[src/rtl/writeback_arbiter_pkg.sv]
// Shared constants and types for the writeback arbiter and its load buffer.
// Defining WB_STARVE_GUARD_EN at build time enables load-starvation protection in the arbiter.
package writeback_arbiter_pkg;

   localparam int REG_COUNT_DEFAULT    = 8;
   localparam int REG_SIZE_DEFAULT     = 16;
   localparam int REG_PTR_SIZE_DEFAULT = 4;
   localparam int LQ_DEPTH_DEFAULT     = 2;

   // Consecutive ALU wins over a waiting load before the load is forced through
   localparam int STARVE_LIMIT = 3;

   typedef enum logic [1:0] {
      SEL_NONE,
      SEL_ALU,
      SEL_LOAD
   } wb_sel_e;

endpackage

[src/rtl/writeback_arbiter_load_fifo.sv]
// Circular FIFO holding returned loads until the single register-file write port is free.
// DEPTH must be a power of two so the pointers wrap naturally.
module wb_load_fifo #(
   parameter int WIDTH = 8,
   parameter int DEPTH = 2
) (
   input  logic                   clk_i,
   input  logic                   reset_i,
   input  logic                   push_i,
   input  logic                   pop_i,
   input  logic [WIDTH-1:0]       data_i,
   output logic [WIDTH-1:0]       data_o,
   output logic                   full_o,
   output logic                   empty_o,
   output logic [$clog2(DEPTH):0] count_o
);

   localparam int PTR_W = $clog2(DEPTH);

   logic [WIDTH-1:0] mem_q [DEPTH];
   logic [PTR_W-1:0] rd_q, wr_q;
   logic [PTR_W:0]   count_q, count_d;
   logic             push_ok, pop_ok;

   assign full_o  = (count_q == (PTR_W+1)'(DEPTH));
   assign empty_o = (count_q == '0);
   assign count_o = count_q;
   assign data_o  = mem_q[rd_q];

   // Overflow and underflow requests are dropped rather than corrupting the pointers
   assign push_ok = push_i && !full_o;
   assign pop_ok  = pop_i && !empty_o;

   always_comb begin
      count_d = count_q;
      case ({push_ok, pop_ok})
         2'b10:   count_d = count_q + (PTR_W+1)'(1);
         2'b01:   count_d = count_q - (PTR_W+1)'(1);
         default: count_d = count_q;
      endcase
   end

   always_ff @(posedge clk_i) begin
      if (push_ok) begin
         mem_q[wr_q] <= data_i;
      end
   end

   always_ff @(posedge clk_i) begin
      if (reset_i) begin
         rd_q    <= '0;
         wr_q    <= '0;
         count_q <= '0;
      end else begin
         if (push_ok) begin
            wr_q <= wr_q + PTR_W'(1);
         end
         if (pop_ok) begin
            rd_q <= rd_q + PTR_W'(1);
         end
         count_q <= count_d;
      end
   end

endmodule

[src/rtl/writeback_arbiter.sv]
// Single-port register-file writeback arbiter: ALU results beat buffered loads, with a pending-write scoreboard.
// Build macro WB_STARVE_GUARD_EN forces a buffered load through after a run of ALU wins (alu_stall).
module writeback_arbiter
   import writeback_arbiter_pkg::*;
#(
   parameter int REG_COUNT    = REG_COUNT_DEFAULT,
   parameter int REG_SIZE     = REG_SIZE_DEFAULT,
   parameter int REG_PTR_SIZE = REG_PTR_SIZE_DEFAULT,
   parameter int LQ_DEPTH     = LQ_DEPTH_DEFAULT
) (
   input  logic                    clk,
   input  logic                    reset_WB,
   input  logic                    alu_valid,
   input  logic [REG_PTR_SIZE-1:0] alu_dst,
   input  logic [REG_SIZE-1:0]     alu_data,
   input  logic                    ld_valid,
   output logic                    ld_ready,
   input  logic [REG_PTR_SIZE-1:0] ld_dst,
   input  logic [REG_SIZE-1:0]     ld_data,
   input  logic                    issue_valid,
   input  logic [REG_PTR_SIZE-1:0] issue_dst,
   input  logic [REG_PTR_SIZE-1:0] FD_insn_src_0,
   input  logic [REG_PTR_SIZE-1:0] FD_insn_src_1,
   output logic                    D_hazard,
   output logic [REG_SIZE-1:0]     W_result,
   output logic [REG_PTR_SIZE-1:0] MW_insn_dst,
   output logic                    MW_insn_is_F1,
   output logic                    MW_insn_is_F2,
   output logic [REG_COUNT-1:0]    pending,
   output logic                    err_wb,
   output logic                    alu_stall
);

   localparam int ENTRY_W = REG_PTR_SIZE + REG_SIZE;
   localparam int CNT_W   = $clog2(LQ_DEPTH) + 1;
   // Shifting this past REG_COUNT yields zero, so out-of-range pointers produce empty masks
   localparam logic [REG_COUNT-1:0] ONE = REG_COUNT'(1);

   logic                    lq_push, lq_pop, lq_full, lq_empty;
   logic [CNT_W-1:0]        lq_count;
   logic [ENTRY_W-1:0]      lq_head;

   wb_sel_e                 sel;
   logic [REG_PTR_SIZE-1:0] sel_dst;
   logic [REG_SIZE-1:0]     sel_data;

   logic [REG_COUNT-1:0]    set_mask, clr_mask;
   logic [REG_COUNT-1:0]    pending_q, pending_d;
   logic                    wr_valid_q, wr_valid_d;
   logic [REG_PTR_SIZE-1:0] wr_dst_q, wr_dst_d;
   logic [REG_SIZE-1:0]     wr_data_q, wr_data_d;
   logic                    err_q, err_d;

   assign ld_ready = (int'(lq_count) < LQ_DEPTH);
   assign lq_push  = ld_valid && ld_ready && !lq_full;

   wb_load_fifo #(
      .WIDTH (ENTRY_W),
      .DEPTH (LQ_DEPTH)
   ) u_load_fifo (
      .clk_i   (clk),
      .reset_i (reset_WB),
      .push_i  (lq_push),
      .pop_i   (lq_pop),
      .data_i  ({ld_dst, ld_data}),
      .data_o  (lq_head),
      .full_o  (lq_full),
      .empty_o (lq_empty),
      .count_o (lq_count)
   );

`ifdef WB_STARVE_GUARD_EN
   logic [1:0] starve_q, starve_d;

   // Counts consecutive cycles where a load waits while the ALU takes the port
   assign alu_stall = (starve_q == 2'(STARVE_LIMIT)) && !lq_empty;

   always_comb begin
      starve_d = '0;
      if (!alu_stall && alu_valid && !lq_empty) begin
         starve_d = starve_q + 2'd1;
      end
   end

   always_ff @(posedge clk) begin
      if (reset_WB) begin
         starve_q <= '0;
      end else begin
         starve_q <= starve_d;
      end
   end
`else
   assign alu_stall = 1'b0;
`endif

   always_comb begin
      sel      = SEL_NONE;
      sel_dst  = lq_head[ENTRY_W-1:REG_SIZE];
      sel_data = lq_head[REG_SIZE-1:0];
      if (alu_valid && !alu_stall) begin
         sel      = SEL_ALU;
         sel_dst  = alu_dst;
         sel_data = alu_data;
      end else if (!lq_empty) begin
         sel = SEL_LOAD;
      end
   end

   assign lq_pop = (sel == SEL_LOAD);

   // The clear lands on the same edge that loads the write register, so pending drops as the write is presented
   always_comb begin
      set_mask   = issue_valid ? (ONE << issue_dst) : '0;
      clr_mask   = (sel != SEL_NONE) ? (ONE << sel_dst) : '0;
      pending_d  = (pending_q & ~clr_mask) | set_mask;

      wr_valid_d = (sel != SEL_NONE);
      wr_dst_d   = wr_valid_d ? sel_dst : wr_dst_q;
      wr_data_d  = wr_valid_d ? sel_data : wr_data_q;

      err_d = err_q;
      if (issue_valid && ((set_mask == '0) || (|(pending_q & set_mask & ~clr_mask)))) begin
         err_d = 1'b1;
      end
      if (wr_valid_d && !(|(pending_q & clr_mask))) begin
         err_d = 1'b1;
      end
      if (ld_valid && alu_stall) begin
         err_d = 1'b1;
      end
   end

   always_ff @(posedge clk) begin
      if (reset_WB) begin
         pending_q  <= '0;
         wr_valid_q <= 1'b0;
         wr_dst_q   <= '0;
         wr_data_q  <= '0;
         err_q      <= 1'b0;
      end else begin
         pending_q  <= pending_d;
         wr_valid_q <= wr_valid_d;
         wr_dst_q   <= wr_dst_d;
         wr_data_q  <= wr_data_d;
         err_q      <= err_d;
      end
   end

   assign D_hazard      = |(pending_q & ((ONE << FD_insn_src_0) | (ONE << FD_insn_src_1)));
   assign W_result      = wr_data_q;
   assign MW_insn_dst   = wr_dst_q;
   assign MW_insn_is_F1 = wr_valid_q;
   assign MW_insn_is_F2 = 1'b0;
   assign pending       = pending_q;
   assign err_wb        = err_q;

endmodule
[config.mk]
export PLATFORM = sky130hd
export DESIGN_NAME = writeback_arbiter
export DESIGN_NICKNAME = d
export VERILOG_FILES = /design/src/rtl/writeback_arbiter_pkg.sv /design/src/rtl/writeback_arbiter_load_fifo.sv /design/src/rtl/writeback_arbiter.sv
export SDC_FILE = /design/constraint.sdc
export NUM_CORES = 1
export LEC_CHECK = 0
export ABC_AREA = 1
export CAP_MARGIN = 0
export CORE_MARGIN = 5
export CORE_UTILIZATION = 49
export DETAILED_ROUTE_END_ITERATION = 8
export PLACE_DENSITY = 0.81
export SKIP_LAST_GASP = 1
export SYNTH_ARGS = -nofsm -noshare
export SYNTH_HDL_FRONTEND = slang
export SYNTH_SLANG_ARGS = --single-unit
[constraint.sdc]
create_clock -name clk -period 3.5 [get_ports clk]
set_input_delay 1.05 -clock clk [delete_from_list [all_inputs] [get_ports clk]]
set_output_delay 1.05 -clock clk [all_outputs]
set_load 0.1 [all_outputs]
After elaboration in Yosys (flattened, before gate mapping)
Memory sizes are Yosys's and may differ from the RTL's. A register that Yosys moved wholly into a read port is not among the register bits.
Index checks and enable logic that the tools add are counted.

cells by class
  add/sub/neg operators = 4
  order comparisons = 1
  equality and inequality tests = 4
  shift-type cells = 4
  muxes and demuxes = 13
  bitwise logic cells = 8
  reduce and logical (&&, ||, !) cells = 18

operators by type and width
  operator                                           count
  AND 8 bit                                          5
  << shifter 1 x 4 -> 8 bit, first input constant    4
  OR reduction 8 bit                                 3
  2-to-1 mux 16 bit                                  1
  2-to-1 mux 8 bit                                   2
  bitwise OR 8 bit                                   2
  logical NOT 8 bit                                  1
  NOT 8 bit                                          1
  == test 2 bit, second input constant               3
  logical AND 1 bit                                  6
  2-to-1 mux 1 bit                                   6
  nonzero test 2 bit                                 3
  2-to-1 mux 2 bit                                   2
  2-to-1 mux 4 bit                                   1
  one-hot mux 2 bit (2 select lines)                 1
  logical NOT 1 bit                                  3
  adder 1 bit, second input constant                 2
  adder 2 x 1 -> 2 bit, second input constant        1
  == test 2 x 1 -> 1 bit, second input constant      1
  logical NOT 2 bit                                  1
  less-than comparator 2 bit, second input constant  1
  subtractor 2 x 1 -> 2 bit, second input constant   1
  logical OR 1 bit                                   1

word-level totals
  register bits after elaboration = 34
  bits in writable memories = 40
  input bits = 57
  memories = 1

memories
  name               depth  bits a word  rd ports  clocked after memory_dff  write ports  RTL line                           RTL
  u_load_fifo.mem_q  2      20           1         1                         1            writeback_arbiter_load_fifo.sv:20  logic [WIDTH-1:0] mem_q [DEPTH];

Depth between registers and ports, before layout
Gate-level depths: netlist of the first run.

  depth in word-level cells = 12
  mapped depth = 14
  mapped depth without buffers = 13

Hierarchy
Synthesis of the first run repeated with hierarchy kept, for this count alone.

second synthesis, totals
  cell total of the unflattened synthesis = 397
  area total of the unflattened synthesis = 3,533.4 um^2

by module, submodules not included
  module             times used  cells each  area each (um^2)  seq. area each (um^2)
  writeback_arbiter  1           295         1,819.2           600.6
  wb_load_fifo       1           102         1,714.1           1,301.2

Worst setup path after synthesis of the first run
OpenSTA, ideal clock, no wires.

  path kind = input to output
  from = input FD_insn_src_0[2]
  to = output D_hazard
  arrival = 2.405 ns
  setup slack = 0.045 ns
  stages on the path = 6
  path buffers = 0
  cells stage by stage = or2_2 > o22ai_1 > nand2_1 > nand2_1 > a221oi_1 > nand2_1

on the way
  longest elaborated chain between the ends = 4

ends and longest elaborated chain
  element                    RTL line                  RTL
  from (decl)                writeback_arbiter.sv:22   input logic [REG_PTR_SIZE-1:0] FD_insn_src_0,
  << shifter 1 x 4 -> 8 bit  writeback_arbiter.sv:149  assign D_hazard = |(pending_q & ((ONE << FD_insn_src_0) | (ONE << FD_insn_src_1)));
  bitwise OR 8 bit           writeback_arbiter.sv:149
  AND 8 bit                  writeback_arbiter.sv:149
  OR reduction 8 bit         writeback_arbiter.sv:149
  to (decl)                  writeback_arbiter.sv:24   output logic D_hazard,

Every way passes these cells.

Final worst setup path of the first run
  from = input FD_insn_src_1[2]
  to = output D_hazard

on the way
  longest elaborated chain between the ends = 4

ends and longest elaborated chain
  element                    RTL line                  RTL
  from (decl)                writeback_arbiter.sv:23   input logic [REG_PTR_SIZE-1:0] FD_insn_src_1,
  << shifter 1 x 4 -> 8 bit  writeback_arbiter.sv:149
  bitwise OR 8 bit           writeback_arbiter.sv:149
  AND 8 bit                  writeback_arbiter.sv:149
  OR reduction 8 bit         writeback_arbiter.sv:149

Every way passes these cells.

==> out/results.tsv, run 1 <==
stage	metric	value	unit
worst_hold_path	hp-class	flip-flop to flip-flop	
timing	fin_crit_sh	1.010	
critical_path	cp_top_family	buffers and inverters	
finish	fill_cells	540	
grt	first_global_vias	3057	
critical_path	critPathSlowestCell	clkdlybuf4s50_1	
critical_path	crit_required	2450	ps
grt	grt_pass1_wl	14230	um
pwr	cellPowerDensity	679.6	nW/um^2
placement	port_buffers	88	
route	drt-initial-drc-count	238	
clock_network	clkSinkCount	75	
placement	hpwl	6196	um
grt	antenna_found_initial	0	
floorplanning	core_area	6794	um^2
finish	nets	529	
route	vias_per_cell	5.348	
yosys	synth_area	3413	um^2
yosys	syn_inst	379	
clock_network	clk_pin_slew	70	ps
job	max_cap_violations	0	
floorplanning	num_rows	30	
yosys	ys_seq_area_frac	0.5572	
clock_network	holdBufCountCts	0	
finish	areaGrowthSynthToFinish	35.63	%
placement	place_inst	556	
floorplanning	io_pins	91	
route	vias	3059	
route	first_pass_iters	5	
outcome	status	complete, but fails checks	
timing	slew_headroom	0.6387	
floorplanning	die_w	93.46	um
clock_network	clk_path_buf_depth	2	
critical_path	cp_num_buf_inv	2	
finish	final_area	4629	um^2
critical_path	cp-start-kind	input port	
yosys	synth.top_cell.area_share	0.3519	
clock_network	cts_setup_buffers	0	
critical_path	cp.arrival	2490	ps
timing	period_needed	3535	ps
yosys	yosys_warnings	0	
clock_network	h-tree-depth	3	
timing	worst_pin_slew	541.3	ps
placement	placed_area	4318	um^2
yosys	ys_types	34	
timing	fin_worst_skew	12.77	ps
critical_path	max_stage_delay	500	ps
route	finalWirelength	9081	um
floorplanning	start_util	0.5024	
timing	fin_setup_tns	-35.16	ps
clock_network	numCtsBuffers	9	
pwr	p_leak	0.001978	uW
yosys	yosysTopAreaCell	edfxtp_1	
pwr	peakVddDrop	0.4249	mV
yosys	synthFlopType	edfxtp_1	
yosys	yosysMostFrequentCell	nand2_1	
yosys	ys_ff_latch	75	
timing	final_max_slew_viol_count	0	
yosys	netlist_top_cells_count	87 x nand2_1, 40 x edfxtp_1, 40 x nor2_1	
outcome	violations	negative setup slack	
yosys	syn_avg_cell_area	9.006	um^2
clock_network	cts_tree	built	
route	wl_per_cell	15.88	um
yosys	async_reset_ff_frac	0	
finish	stdcell_count	572	
finish	drive_gt1_frac	0.2080	
timing	finalHoldViolCount	0	
finish	antennaDiodeCount	0	
critical_path	worstPathCellList	clkdlybuf4s50_1 -> or2_4 -> o22ai_2 -> a22o_1 -> a221oi_2 -> nand2_1 -> buf_12	
critical_path	crit_path_max_fanout	4	
critical_path	r2r_slack	1630	ps
route	route.detailed.drc	0	
clock_network	clock_latency	350	ps
yosys	synth_edf_count	40	
timing	fin_ws	-35.16	ps
critical_path	crit_type	input port to output pin	
placement	gp_congestion	0.8720	
clock_network	cts-root-buf	clkbuf_8	
timing	setup_violations	1	
grt	track_usage	0.2099	
timing	max_freq	282.9	MHz
grt	grt_max_degree	22	
floorplanning	die_y	93.46	um
critical_path	crit_path_end_kind	output pin	
yosys	yosys-top-cells-area	edfxtp_1 35%, dfxtp_1 21%, nand2_1 9.6%	
floorplanning	die_area	8735	um^2
route	ant_nets	0	
grt	globalRouteOverflowTotal	0	
## layout by cell type (no fill, tap or decap), drive strengths merged
master	count
o21ai	12
bufinv	3
conb	2
a22o	1
inv	39
buf	39
clkbuf	9
o22ai	8
clkinv	2
clkdlybuf4s50	49
a21oi	35
dfxtp	35
xor2	1
nand2	97
nand3	21
dlymetal6s2s	7
o311ai	6
edfxtp	40
nor2	45
or2	10
a221oi	7
nor3	2
ha	1
o211ai	5
## final timing paths
| path | depth (start not counted) | startpoint | end |
|---|---|---|---|
| max | 7 | FD_insn_src_1[2] | D_hazard |
| max reg2reg | 12 | flip-flop | err_wb |
| min | 1 | u_load_fifo.rd_q | flip-flop |
| min reg2reg | 1 | u_load_fifo.rd_q | flip-flop |
## through the flow
stage | utilization | hold slack [ps] | power, uW | setup WS [ps]
6_report | 0.6814 | 471.6 | 3146 | -35.16
5_1_grt | 0.6814 | 507.4 | 3277 | -85.63
4_1_cts | 0.6744 | 464.8 | 3152 | 0.2789
3_5_place_dp | 0.6355 | 454.1 | 2338 | -57.67
3_3_place_gp | 0.6355 | 432.0 | 2313 | -28.76
2_1_floorplan | - | 425.7 | 2043 | 45.41
## timing repair
item                       CTS  global route
gates resized for setup      5            14
setup endpoints to repair    1             1
pin swaps                    0             5
## report_power, final
group	switching, uW	internal [uW]
clock	334	481
combinational	885	294
sequential	71.0	1080
total	1290	1860
## logic make-up (layout without fill, tap and decap cells)
| kind of cell | after synthesis | in the layout | share of synthesized area |
|---|---|---|---|
| flip-flops | 75 | 75 | 0.5572 |
| adder cells (fa/ha/maj) | 1 | 1 | 0.003665 |
| XOR/XNOR | 1 | 1 | 0.002566 |
| AND/OR/NAND/NOR | 175 | 175 | 0.2346 |
| AO/OA/AOI/OAI | 74 | 74 | 0.1338 |
| other | 1 | 2 | 0.001099 |
| buffers and inverters | 52 | 148 | 0.06708 |
## cell type report
class / instances / area (um^2) / area share
inverter: 37 / 138.9 / 0.03000
multi-input combinational: 253 / 1338 / 0.2889
clock inverter: 7 / 123.9 / 0.02676
tap: 96 / 120.1 / 0.02595
clock buffer: 9 / 123.9 / 0.02676
timing repair buffer: 95 / 883.3 / 0.1908
sequential: 75 / 1902 / 0.4108
## registers in the layout, summed over array words and instances (netlist names), named ones only
name,cells
W_result,16
u_load_fifo.rd_q,1
u_load_fifo.count_o,2
MW_insn_dst,4
err_wb,1
pending,8
u_load_fifo.mem_q,40
MW_insn_is_F1,1
u_load_fifo.wr_q,1
## per-layer routing
layer / up-vias / routed length (um) / GRT usage
li1: 1458 / - / -
met4: 0 / 205 / 0.09158
met2: 139 / 4554 / 0.3687
met5: - / 0 / 0
met1: 1441 / 3584 / 0.2400
met3: 21 / 736 / 0.05310
Power figures use the tool's default switching activity.
==> run 2, diff against run 1 <==
--- a/config.mk
+++ b/config.mk
@@ -9,6 +9,7 @@
 export CAP_MARGIN = 0
 export CORE_MARGIN = 5
 export CORE_UTILIZATION = 49
+export CTS_CLUSTER_DIAMETER = 200
 export DETAILED_ROUTE_END_ITERATION = 8
 export PLACE_DENSITY = 0.81
 export SKIP_LAST_GASP = 1
==> results of run 2 <==
The final DEF is identical to that of run 1; final timing and power are the same.
